**config.mk**
```make
export PLATFORM = sky130hd
export DESIGN_NAME = multicycle_control_fsm
export DESIGN_NICKNAME = d
export VERILOG_FILES = /design/src/rtl/multicycle_control_fsm_pkg.sv /design/src/rtl/multicycle_control_fsm_control_decode.sv /design/src/rtl/multicycle_control_fsm.sv
export SDC_FILE = /design/constraint.sdc
export NUM_CORES = 1
export LEC_CHECK = 0
export CORE_ASPECT_RATIO = 0.7
export CORE_MARGIN = 2
export CORE_UTILIZATION = 35
export CTS_CLUSTER_SIZE = 8
export DETAILED_ROUTE_END_ITERATION = 8
export PLACE_DENSITY = 0.66
export SYNTH_ARGS = -nofsm -noshare
export SYNTH_HDL_FRONTEND = slang
export SYNTH_HIERARCHICAL = 1
export SYNTH_SLANG_ARGS = --single-unit
```
**constraint.sdc**
```tcl
create_clock -name CLK -period 1.9 [get_ports CLK]
set_clock_uncertainty 0.1 [all_clocks]
set_input_delay 0.38 -clock CLK [delete_from_list [all_inputs] [get_ports CLK]]
set_output_delay 0.38 -clock CLK [all_outputs]
set_load 0.02 [all_outputs]
```
**src/rtl/multicycle_control_fsm_pkg.sv**
```systemverilog
// multicycle_control_fsm_pkg: state, opcode and datapath select encodings shared by the control unit and its benches
package multicycle_control_fsm_pkg;

    typedef enum logic [3:0] {
        S_FETCH    = 4'd0,
        S_DECODE   = 4'd1,
        S_EXEC_IMM = 4'd2,
        S_WB_ALU   = 4'd3,
        S_ADDR     = 4'd4,
        S_MEMRD    = 4'd5,
        S_EXEC_M   = 4'd6,
        S_MEMWR    = 4'd7,
        S_PUSH_SP  = 4'd8,
        S_POP_SP   = 4'd9,
        S_BRANCH   = 4'd10,
        S_JUMP     = 4'd11,
        S_HALT     = 4'd12
    } state_t;

    localparam logic [3:0] OP_ADDI = 4'd0;
    localparam logic [3:0] OP_ANDI = 4'd1;
    localparam logic [3:0] OP_ORI  = 4'd2;
    localparam logic [3:0] OP_SHLI = 4'd3;
    localparam logic [3:0] OP_SHRI = 4'd4;
    localparam logic [3:0] OP_LW   = 4'd5;
    localparam logic [3:0] OP_SW   = 4'd6;
    localparam logic [3:0] OP_ADDM = 4'd7;
    localparam logic [3:0] OP_PUSH = 4'd8;
    localparam logic [3:0] OP_POP  = 4'd9;
    localparam logic [3:0] OP_BEQ  = 4'd10;
    localparam logic [3:0] OP_BNE  = 4'd11;
    localparam logic [3:0] OP_BLT  = 4'd12;
    localparam logic [3:0] OP_BGE  = 4'd13;
    localparam logic [3:0] OP_JMP  = 4'd14;
    localparam logic [3:0] OP_HALT = 4'd15;

    localparam logic [2:0] ALU_ADD = 3'd0;
    localparam logic [2:0] ALU_SUB = 3'd1;
    localparam logic [2:0] ALU_AND = 3'd2;
    localparam logic [2:0] ALU_OR  = 3'd3;
    localparam logic [2:0] ALU_SHL = 3'd4;
    localparam logic [2:0] ALU_SHR = 3'd5;

    localparam logic [1:0] SRCA_PC  = 2'd0;
    localparam logic [1:0] SRCA_SP  = 2'd1;
    localparam logic [1:0] SRCA_ACC = 2'd2;
    localparam logic [1:0] SRCA_MEM = 2'd3;

    localparam logic [1:0] SRCB_IMM  = 2'd0;
    localparam logic [1:0] SRCB_MEM  = 2'd1;
    localparam logic [1:0] SRCB_TWO  = 2'd2;
    localparam logic [1:0] SRCB_MTWO = 2'd3;

    localparam logic [1:0] PCSRC_ALU    = 2'd0;
    localparam logic [1:0] PCSRC_ALUOUT = 2'd1;
    localparam logic [1:0] PCSRC_JIMM   = 2'd2;

    localparam logic [1:0] BC_EQ = 2'd0;
    localparam logic [1:0] BC_NE = 2'd1;
    localparam logic [1:0] BC_LT = 2'd2;
    localparam logic [1:0] BC_GE = 2'd3;

    localparam int MEM_TIMEOUT_DEF = 255;

    // States that stall on the memory handshake and therefore feed the timeout counter
    function automatic logic is_mem_state(input state_t s);
        return s == S_FETCH || s == S_MEMRD || s == S_MEMWR;
    endfunction

endpackage

```
**src/rtl/multicycle_control_fsm_control_decode.sv**
```systemverilog
// control_decode: maps the IR opcode to its DECODE dispatch target, ALU operation and immediate sign-extension
module control_decode
    import multicycle_control_fsm_pkg::*;
(
    input  logic [3:0] opcode,
    output logic [3:0] dispatch,
    output logic [2:0] alu_op,
    output logic       sign_ext
);

    // Opcode groups are contiguous, so range compares keep the dispatch table short
    always_comb begin
        dispatch = opcode <= OP_SHRI ? S_EXEC_IMM :
                   opcode <= OP_ADDM ? S_ADDR :
                   opcode == OP_PUSH ? S_PUSH_SP :
                   opcode == OP_POP  ? S_MEMRD :
                   opcode <= OP_BGE  ? S_BRANCH :
                   opcode == OP_JMP  ? S_JUMP : S_HALT;
        alu_op   = opcode == OP_ANDI ? ALU_AND :
                   opcode == OP_ORI  ? ALU_OR :
                   opcode == OP_SHLI ? ALU_SHL :
                   opcode == OP_SHRI ? ALU_SHR : ALU_ADD;
        sign_ext = opcode == OP_ADDI;
    end

endmodule

```
**src/rtl/multicycle_control_fsm.sv**
```systemverilog
// multicycle_control_fsm: fetch/decode/execute/memory/writeback sequencer for the 16-bit accumulator datapath
// Optional single-step mode via `define STEP_EN (adds the Step input); default build runs freely.
module multicycle_control_fsm
    import multicycle_control_fsm_pkg::*;
#(
    parameter int MEM_TIMEOUT = MEM_TIMEOUT_DEF
) (
    input  logic       CLK,
    input  logic       Reset,
    input  logic [3:0] Opcode,
    input  logic       MemReady,
`ifdef STEP_EN
    input  logic       Step,
`endif
    output logic       PCWrite,
    output logic       BranchCycle,
    output logic [1:0] BranchCond,
    output logic       IRWrite,
    output logic       MemRead,
    output logic       MemWrite,
    output logic       IorD,
    output logic       ACCWrite,
    output logic       ACCSrc,
    output logic       SPWrite,
    output logic [1:0] ALUSrcA,
    output logic [1:0] ALUSrcB,
    output logic [2:0] ALUOp,
    output logic       SIGNExt,
    output logic [1:0] PCSrc,
    output logic       Halted,
    output logic       Fault,
    output logic [3:0] State
);

    localparam logic [15:0] TIMEOUT_L = 16'(MEM_TIMEOUT);

    state_t      state_q, state_d;
    logic [15:0] cnt_q, cnt_d;
    logic        fault_q, fault_d;
    logic        active;
    logic        waiting;
    logic        timeout;
    logic [3:0]  dispatch;
    logic [2:0]  dec_alu_op;
    logic        dec_sext;

    control_decode u_decode (
        .opcode   (Opcode),
        .dispatch (dispatch),
        .alu_op   (dec_alu_op),
        .sign_ext (dec_sext)
    );

`ifdef STEP_EN
    logic go_q, go_d;

    // A Step pulse arms one fetch; the arm is consumed when that fetch completes, so a held Step keeps re-arming
    always_comb go_d = Step | (go_q & ~(state_q == S_FETCH && MemReady));

    // Step arm register
    always_ff @(posedge CLK)
        if (Reset) go_q <= 1'b0;
        else       go_q <= go_d;

    assign active = go_q;
`else
    assign active = 1'b1;
`endif

    // An idle single-step FETCH is not waiting on memory, so it must not age the timeout
    assign waiting = is_mem_state(state_q) && (state_q != S_FETCH || active) && !MemReady;
    assign timeout = waiting && (cnt_q + 16'd1 == TIMEOUT_L);

    // State, timeout counter and sticky fault registers
    always_ff @(posedge CLK)
        if (Reset) begin
            state_q <= S_FETCH;
            cnt_q   <= 16'd0;
            fault_q <= 1'b0;
        end else begin
            state_q <= state_d;
            cnt_q   <= cnt_d;
            fault_q <= fault_d;
        end

    // Next-state logic; a memory timeout overrides every transition and parks the FSM in HALT
    always_comb begin
        state_d = state_q;
        cnt_d   = waiting ? cnt_q + 16'd1 : 16'd0;
        fault_d = fault_q | timeout;
        unique case (state_q)
            S_FETCH:    if (active && MemReady) state_d = S_DECODE;
            S_DECODE:   state_d = state_t'(dispatch);
            S_EXEC_IMM: state_d = S_WB_ALU;
            S_WB_ALU:   state_d = S_FETCH;
            S_ADDR:     state_d = Opcode == OP_SW ? S_MEMWR : S_MEMRD;
            S_MEMRD:    if (MemReady) state_d = Opcode == OP_ADDM ? S_EXEC_M :
                                                Opcode == OP_POP  ? S_POP_SP : S_FETCH;
            S_EXEC_M:   state_d = S_WB_ALU;
            S_MEMWR:    if (MemReady) state_d = S_FETCH;
            S_PUSH_SP:  state_d = S_MEMWR;
            S_POP_SP:   state_d = S_FETCH;
            S_BRANCH:   state_d = S_FETCH;
            S_JUMP:     state_d = S_FETCH;
            default:    state_d = S_HALT;
        endcase
        if (timeout) state_d = S_HALT;
    end

    // Datapath controls; everything is forced low while Reset is high so an aborted instruction writes nothing
    always_comb begin
        PCWrite     = 1'b0;
        BranchCycle = 1'b0;
        BranchCond  = BC_EQ;
        IRWrite     = 1'b0;
        MemRead     = 1'b0;
        MemWrite    = 1'b0;
        IorD        = 1'b0;
        ACCWrite    = 1'b0;
        ACCSrc      = 1'b0;
        SPWrite     = 1'b0;
        ALUSrcA     = SRCA_PC;
        ALUSrcB     = SRCB_IMM;
        ALUOp       = ALU_ADD;
        SIGNExt     = 1'b0;
        PCSrc       = PCSRC_ALU;
        Halted      = 1'b0;
        if (!Reset) begin
            unique case (state_q)
                S_FETCH: begin
                    MemRead = active;
                    if (active && MemReady) begin
                        IRWrite = 1'b1;
                        PCWrite = 1'b1;
                        ALUSrcB = SRCB_TWO;
                    end
                end
                S_DECODE:   SIGNExt = 1'b1;
                S_EXEC_IMM: begin
                    ALUSrcA = SRCA_ACC;
                    ALUOp   = dec_alu_op;
                    SIGNExt = dec_sext;
                end
                S_WB_ALU:   ACCWrite = 1'b1;
                S_ADDR: begin
                    ALUSrcA = SRCA_SP;
                    SIGNExt = 1'b1;
                end
                S_MEMRD: begin
                    MemRead = 1'b1;
                    IorD    = 1'b1;
                    if (MemReady && (Opcode == OP_LW || Opcode == OP_POP)) begin
                        ACCWrite = 1'b1;
                        ACCSrc   = 1'b1;
                    end
                end
                S_EXEC_M: begin
                    ALUSrcA = SRCA_ACC;
                    ALUSrcB = SRCB_MEM;
                end
                S_MEMWR: begin
                    MemWrite = 1'b1;
                    IorD     = 1'b1;
                end
                S_PUSH_SP: begin
                    ALUSrcA = SRCA_SP;
                    ALUSrcB = SRCB_MTWO;
                    SPWrite = 1'b1;
                end
                S_POP_SP: begin
                    ALUSrcA = SRCA_SP;
                    ALUSrcB = SRCB_TWO;
                    SPWrite = 1'b1;
                end
                S_BRANCH: begin
                    BranchCycle = 1'b1;
                    PCSrc       = PCSRC_ALUOUT;
                    BranchCond  = 2'(Opcode - OP_BEQ);
                end
                S_JUMP: begin
                    PCWrite = 1'b1;
                    PCSrc   = PCSRC_JIMM;
                end
                default:    Halted = 1'b1;
            endcase
        end
    end

    assign Fault = fault_q;
    assign State = state_q;

endmodule

```
==> results.md, run 1 <==
- CTS Buf Count: 3
- Top Ports: 34
- Initial DRC count: 123
- Vias in the first global route: 2,003
- I/O Buffers: 33
- Worst-path clk slew: 0.08 ns
- M1 WL: 2.87 mm
- Slew Limit Fails: 0
- GRT Total Usage: 21.2%
- CP Data Required Time: 1.42 ns
- Minimum clock period after layout: 2.09 ns
- Ant. Diodes: 0
- Share of cells above drive strength 1: 48.8%
- Pwr Total: 3270 uW
- Setup WS post-layout: -0.186 ns
- Most used DFF post-synth: dfxtp_1
- Final worst path period share: 110%
- Worst hold path type: reg2reg
- GP Congestion: 0.821
- Post-CTS Hold Buffers: 0
- DRT antenna net count: 0
- CTS tree: yes
- H-tree levels: 1
- Later-pin clock latency in the skew report: 0.26 ns
- Max layer used: met4
- Post-detail-place hpwl: 4.05 mm
- CP max FO: 3
- Violated checks: setup timing
- Via count: 2,079
- YS warnings: 6
- Largest net degree at the start of global routing: 18
- Die Wd: 89.5 um
- Asr flop ratio synth: 0%
- Actual slew at the worst max-slew pin: 0.382 ns
- Die Footprint: 5720 um^2
- Number of synthesized flops with an enable pin: 0
- First-pass GRT wire length: 9.65 mm
- Register area share after synthesis: 23.4%
- Yosys reg bits: 21
- Avg WL per Cell: 14.2 um
- Met2 wire length: 2.54 mm
- Slew headroom: 74.2%
- Startpoint Class: flip-flop
- Fillers: 416
- MaxCap Viol Count: 0
- P_leak: 0.00129 uW
- Met3 routed WL: 359 um
- Syn Inst Count: 237
- Core ar.: 4860 um^2
- CTS root buf: clkbuf_8
- Count of different cell masters after synthesis: 57
- Final setup viols: 19
- Dpl cells: 390
- Initial antenna violation count: 0
- RSZ-0062 raised after global routing: yes
- Fmax: 0.479 GHz
- Peak VDD IR: 0.722 mV
- Die Ht: 63.9 um
- Post-place setup slack: -0.817 ns
- Main area contributors after synthesis: dfxtp_1, nor2_1, xnor2_1
- Longest Clk Path Bufs: 2
- Final wirelength: 5.79 mm
- Yosys top cell by area: dfxtp_1
- Status: finished with violations
- Placed Instance Area: 2710 um^2
- Initial Utilization: 36.9%
- Syn Area/Cell: 7.57 um^2
- DRC violations left: 0
- Pwr/cell area: 1060 nW/um^2
- CP Capture Type: primary output
- Rows: 21
- Syn_nets: 247
- Post-Synthesis Cell Area: 1790 um^2
- Post-route insts no fill: 409
- Critical path type: reg2out
- Worst EP arrival: 1.61 ns
- Clk sink count: 21
- GRT Residual Overflow: 0
- DRT Pass-1 Iters: 4
- Synth top area share: 23.4%
- Vias/cell: 5.08
- Final instance area: 3080 um^2
- Syn-to-layout area delta: 71.9%
- Final hold vios: 0
- Final net count: 351
==> kinds of logic after synthesis <==
kind of cell	after synthesis	synth area share (%)
AND/OR/NAND/NOR	122	40.1
AO/OA/AOI/OAI	40	15.5
buffers and inverters	30	8.37
flip-flops	21	23.4
XOR/XNOR	19	9.28
adder cells (fa/ha/maj)	3	2.09
multiplexers	2	1.19
==> layout make-up <==
cell class | instances | area (um^2) | share of cell area (%)
clock buffer | 4 | 45.0 | 1.46
inverter | 9 | 40.0 | 1.30
multi-input combinational | 186 | 1450 | 47.0
sequential | 21 | 437 | 14.2
tap | 69 | 86.3 | 2.80
timing repair buffer | 120 | 1030 | 33.3
==> synth_stat cells, drive strengths merged, types with 2 or more instances <==
cell type	instances
a221oi	2
a41o	2
clkbuf	12
nand2	13
xnor2	13
nand2b	4
xor2	6
buf	9
and4	2
dfxtp	21
o21ai	10
a31oi	4
nand3b	3
nand3	8
nand4	5
or2	2
a21oi	11
nor3b	2
nor4	7
and2	7
nor2b	3
inv	9
o41ai	2
nand4b	3
or3b	3
nor3	15
nor2	36
nor4b	4
ha	3
==> worst max-delay path: stages, from the launching register on <==
cell	delay, ns
dfxtp_4	0.38
and2_4	0.15
nand4b_1	0.18
nor4b_4	0.36
a41o_1	0.16
buf_6	0.12
==> layout by cell type, fill, tap and decap left out, types with 3 or more instances in the layout <==
cell type / n
a21oi_1: 11
a31oi_1: 3
and2_4: 5
buf_2: 6
buf_4: 82
buf_6: 18
clkbuf_8: 3
dfxtp_1: 16
dfxtp_4: 4
dlygate4sd2_1: 5
inv_1: 7
nand2_1: 12
nand3_1: 7
nand3b_1: 3
nand4_1: 3
nand4b_1: 3
nor2_1: 31
nor2_4: 3
nor3_1: 7
nor3_2: 4
nor3_4: 4
nor4_1: 3
nor4_4: 3
o21ai_0: 8
xnor2_1: 12
xor2_1: 6
==> metal layers <==
layer	global-route usage, %	vias to the layer above
met3	3.36	2
li1	-	1046
met1	32.8	970
met5	0	-
met4	1.87	0
met2	31.8	61
==> sequential cells by signal, indices dropped and copies added, names as in the netlist <==
register / count
Fault: 1
cnt_q: 16
State: 4
==> repair_timing <==
| action | CTS | global route |
|---|---|---|
| buffers inserted | 12 | 5 |
| pin swaps | 11 | 22 |
| endpoints found under the setup margin | 30 | 28 |
| gates cloned | 1 | 0 |
| resized for setup | 142 | 46 |
==> power by group <==
part | total (uW) | internal [uW] | switching [uW] | leakage, uW
clock network | 301 | 150 | 152 | 0.0000228
registers | 599 | 516 | 82.7 | 0.000173
logic | 2370 | 1230 | 1130 | 0.00109
==> final timing paths <==
kind | startpoint | to | slack [ns] | cells past startpoint
setup / recovery | State[2]$_SDFFE_PP0P_ | ACCWrite | -0.19 | 5
hold / removal | Fault$_SDFF_PP0_ | Fault$_SDFF_PP0_ | 0.38 | 2
setup reg to reg | State[2]$_SDFFE_PP0P_ | State[1]$_SDFFE_PP0P_ | -0.09 | 8
hold reg to reg | Fault$_SDFF_PP0_ | Fault$_SDFF_PP0_ | 0.38 | 2
==> metrics by stage <==
stage          hold WS [ns]  util (%)  setup TNS (ns)
5_1_grt               0.390      63.4           -3.05
3_5_place_dp          0.371      55.8          -16.66
2_1_floorplan         0.350         -          -0.168
3_3_place_gp          0.355      55.8          -16.51
6_report              0.378      63.4           -1.20
4_1_cts               0.383      60.2           -1.05
Power figures use the tool's default switching activity.
==> run 2, diff against run 1 <==
--- a/config.mk
+++ b/config.mk
@@ -5,12 +5,12 @@
 export SDC_FILE = /design/constraint.sdc
 export NUM_CORES = 1
 export LEC_CHECK = 0
-export CORE_ASPECT_RATIO = 0.7
-export CORE_MARGIN = 2
+export ABC_AREA = 1
+export CORE_MARGIN = 1
 export CORE_UTILIZATION = 35
 export CTS_CLUSTER_SIZE = 8
 export DETAILED_ROUTE_END_ITERATION = 8
-export PLACE_DENSITY = 0.66
+export PLACE_DENSITY = 0.67
 export SYNTH_ARGS = -nofsm -noshare
 export SYNTH_HDL_FRONTEND = slang
 export SYNTH_HIERARCHICAL = 1
==> results.md, run 2 <==
- Critical-path top delay cell: dlygate4sd2_1
- Worst-path clk slew: 0.07 ns
- R2R depth: 13
- R2R Setup Slk: 0.06 ns
- CTS Buf Count: 3
- Die Ht: 69.9 um
- I/O Buffers: 33
- Post-Synthesis Cell Area: 1610 um^2
- Initial DRC count: 77
- H-tree levels: 1
- Slew headroom: 83.2%
- Setup WS post-layout: -0.0736 ns
- Syn Area/Cell: 5.80 um^2
- Avg WL per Cell: 11.0 um
- Violated checks: setup timing
- CTS tree: yes
- Top Ports: 34
- GP Congestion: 0.861
- Slew Limit Fails: 0
- Switch Pwr: 901 uW
- Yosys reg bits: 21
- Max reg flops: 16
- YS warnings: 6
- Syn Inst Count: 278
- Startpoint Class: primary input
- Pwr Total: 2130 uW
- CP Data Required Time: 1.42 ns
- Hold Crit Depth: 1
- Vias/cell: 4.72
- Post-route insts no fill: 408
- Sw frac: 42.3%
- Post-place setup slack: -0.768 ns
- Post-synth top cells: nand2_1, nor2_1, inv_1
- Int Pwr: 1230 uW
- Core ar.: 4380 um^2
- Final setup viols: 3
- Worst path max stage delay: 0.26 ns
- P_leak: 0.00113 uW
- Count leader, synth: nand2_1
- Status: finished with violations
- Count of different cell masters after synthesis: 29
- Rows: 24
- Largest net degree at the start of global routing: 13
- Pwr/cell area: 855 nW/um^2
- Post-CTS Hold Buffers: 0
- First-pass GRT wire length: 7.49 mm
- Fillers: 423
- Final worst path period share: 104%
- Die Footprint: 4880 um^2
- Asr flop ratio synth: 0%
- GRT Total Usage: 18.3%
- Critical path type: in2out
- Commonest non-fill, non-tap cell in the layout: nand2_1
- Share of cells above drive strength 1: 40.2%
- Main area contributors after synthesis: dfxtp_1, nand2_1, nor2_1
- Initial antenna violation count: 0
- Later-pin clock latency in the skew report: 0.26 ns
- Biggest register: cnt_q
- Dpl cells: 394
- Longest Clk Path Bufs: 2
- Die Wd: 69.9 um
- Synth top area share: 26.1%
- MaxCap Viol Count: 0
- Register share of total power: 25.0%
- Initial Utilization: 36.8%
- Gate power share: 61.3%
- GRT Residual Overflow: 0
- Worst EP arrival: 1.49 ns
- Via count: 1,926
- CTS root buf: clkbuf_8
- Final wirelength: 4.50 mm
- Number of synthesized flops with an enable pin: 0
- DRT Pass-1 Iters: 4
- Cells along the critical path: dlygate4sd2_1 -> inv_2 -> nand2_1 -> nor2_1 -> nand3_2 -> a21oi_2 -> a41o_1 -> buf_6
- DRT antenna net count: 0
- DRC violations left: 0
- Post-detail-place hpwl: 3.33 mm
- Vias in the first global route: 1,764
- Register area share after synthesis: 26.1%
- Yosys top cell by area: dfxtp_1
- RSZ-0062 raised after global routing: yes
- Most frequent cells in the layout: nand2_1, buf_4, nor2_1
- Peak VDD IR: 0.388 mV
- CP max FO: 3
- Syn_nets: 288
- Fmax: 0.507 GHz
- Ant. Diodes: 0
- Minimum clock period after layout: 1.97 ns
- Post-route setup TNS: -0.108 ns
- Syn-to-layout area delta: 54.5%
- CP Capture Type: primary output
- Clock power frac: 13.7%
- Final net count: 367
- Worst hold path type: reg2reg
- Clk sink count: 21
- Most used DFF post-synth: dfxtp_1
- Final hold vios: 0
- Actual slew at the worst max-slew pin: 0.252 ns
-- run 2: changes by cell type in the layout (fill, tap and decap cells not counted), moves of 6 or more --
cell,delta
nand2_1,+59
nand3_1,+8
nand2_2,+8
inv_2,+13
nor2_2,+11
nor2_1,+6
buf_6,-12
inv_1,+23
xnor2_1,-12
buf_4,-28
-- run 2: logic make-up (layout without fill, tap and decap cells) --
kind of cell               Yosys count  count (layout)  synth area share [%]
muxes                                1               1                 0.621
buffers and inverters               50             128                  12.4
xor gates and xnor gates             1               1                 0.543
DFF                                 21              21                  26.1
and+or+nand+nor                    174             174                  47.6
AOI/OAI and AO/OA                   28              28                  10.5
adders and majority gates            3               3                  2.33
-- run 2: area by class of cell --
| cell class | count | area (um^2) | share of cell area [%] |
|---|---|---|---|
| Timing Repair Buffer | 79 | 622 | 24.9 |
| Clock inverter | 1 | 5.00 | 0.201 |
| Tap cell | 52 | 65.1 | 2.61 |
| Sequential cell | 21 | 435 | 17.5 |
| Multi-Input combinational cell | 207 | 1150 | 46.1 |
| Inverter | 45 | 174 | 6.98 |
| Clock buffer | 3 | 41.3 | 1.66 |
-- run 2: path summary, 6_finish.rpt --
check,startpoint,end
hold reg to reg,cnt_q[0]$_SDFF_PP0_,cnt_q[0]$_SDFF_PP0_
setup / recovery,Opcode[3],ACCWrite
hold / removal,cnt_q[0]$_SDFF_PP0_,cnt_q[0]$_SDFF_PP0_
setup reg to reg,State[3]$_SDFFE_PP0P_,State[1]$_SDFFE_PP0P_
-- run 2: repair_timing --
action / 4_1_cts / 5_1_grt
pin swaps: 3 / 8
setup endpoints to repair: 26 / 24
gates cloned: 0 / 0
resized for setup: 118 / 56
setup buffers: 5 / 5
-- run 2: worst max-delay path, delay by kind of cell --
family                 cells  cell delay [ns]
AO/OA/AOI/OAI              2             0.28
buffers and inverters      3             0.45
AND/OR/NAND/NOR            3             0.38
-- run 2: through the flow --
| step | hold WS, ns | area, um^2 | utilization, % |
|---|---|---|---|
| floorplan | 0.356 | 1630 | - |
| global placement | 0.347 | 2260 | 51.6 |
| detailed placement | 0.351 | 2260 | 51.6 |
| CTS | 0.361 | 2310 | 52.7 |
| global route | 0.376 | 2490 | 56.8 |
| finish | 0.357 | 2490 | 56.8 |
-- run 2: metal layers --
layer | routed length, um | vias up | GRT usage, %
li1 | - | 1030 | -
met1 | 2140 | 869 | 24.6
met2 | 2200 | 21 | 30.8
met3 | 83 | 6 | 1.59
met4 | 68 | 0 | 6.00
met5 | 0 | - | 0
-- run 2: power groups by stage --
stage | Sequential (uW) | Clock [uW] | Combinational, uW
finish | 533 | 292 | 1310
global route | 540 | 319 | 1400
global placement | 528 | 0 | 1130
detailed placement | 530 | 0 | 1140
CTS | 521 | 301 | 1130
floorplan | 586 | 0 | 520
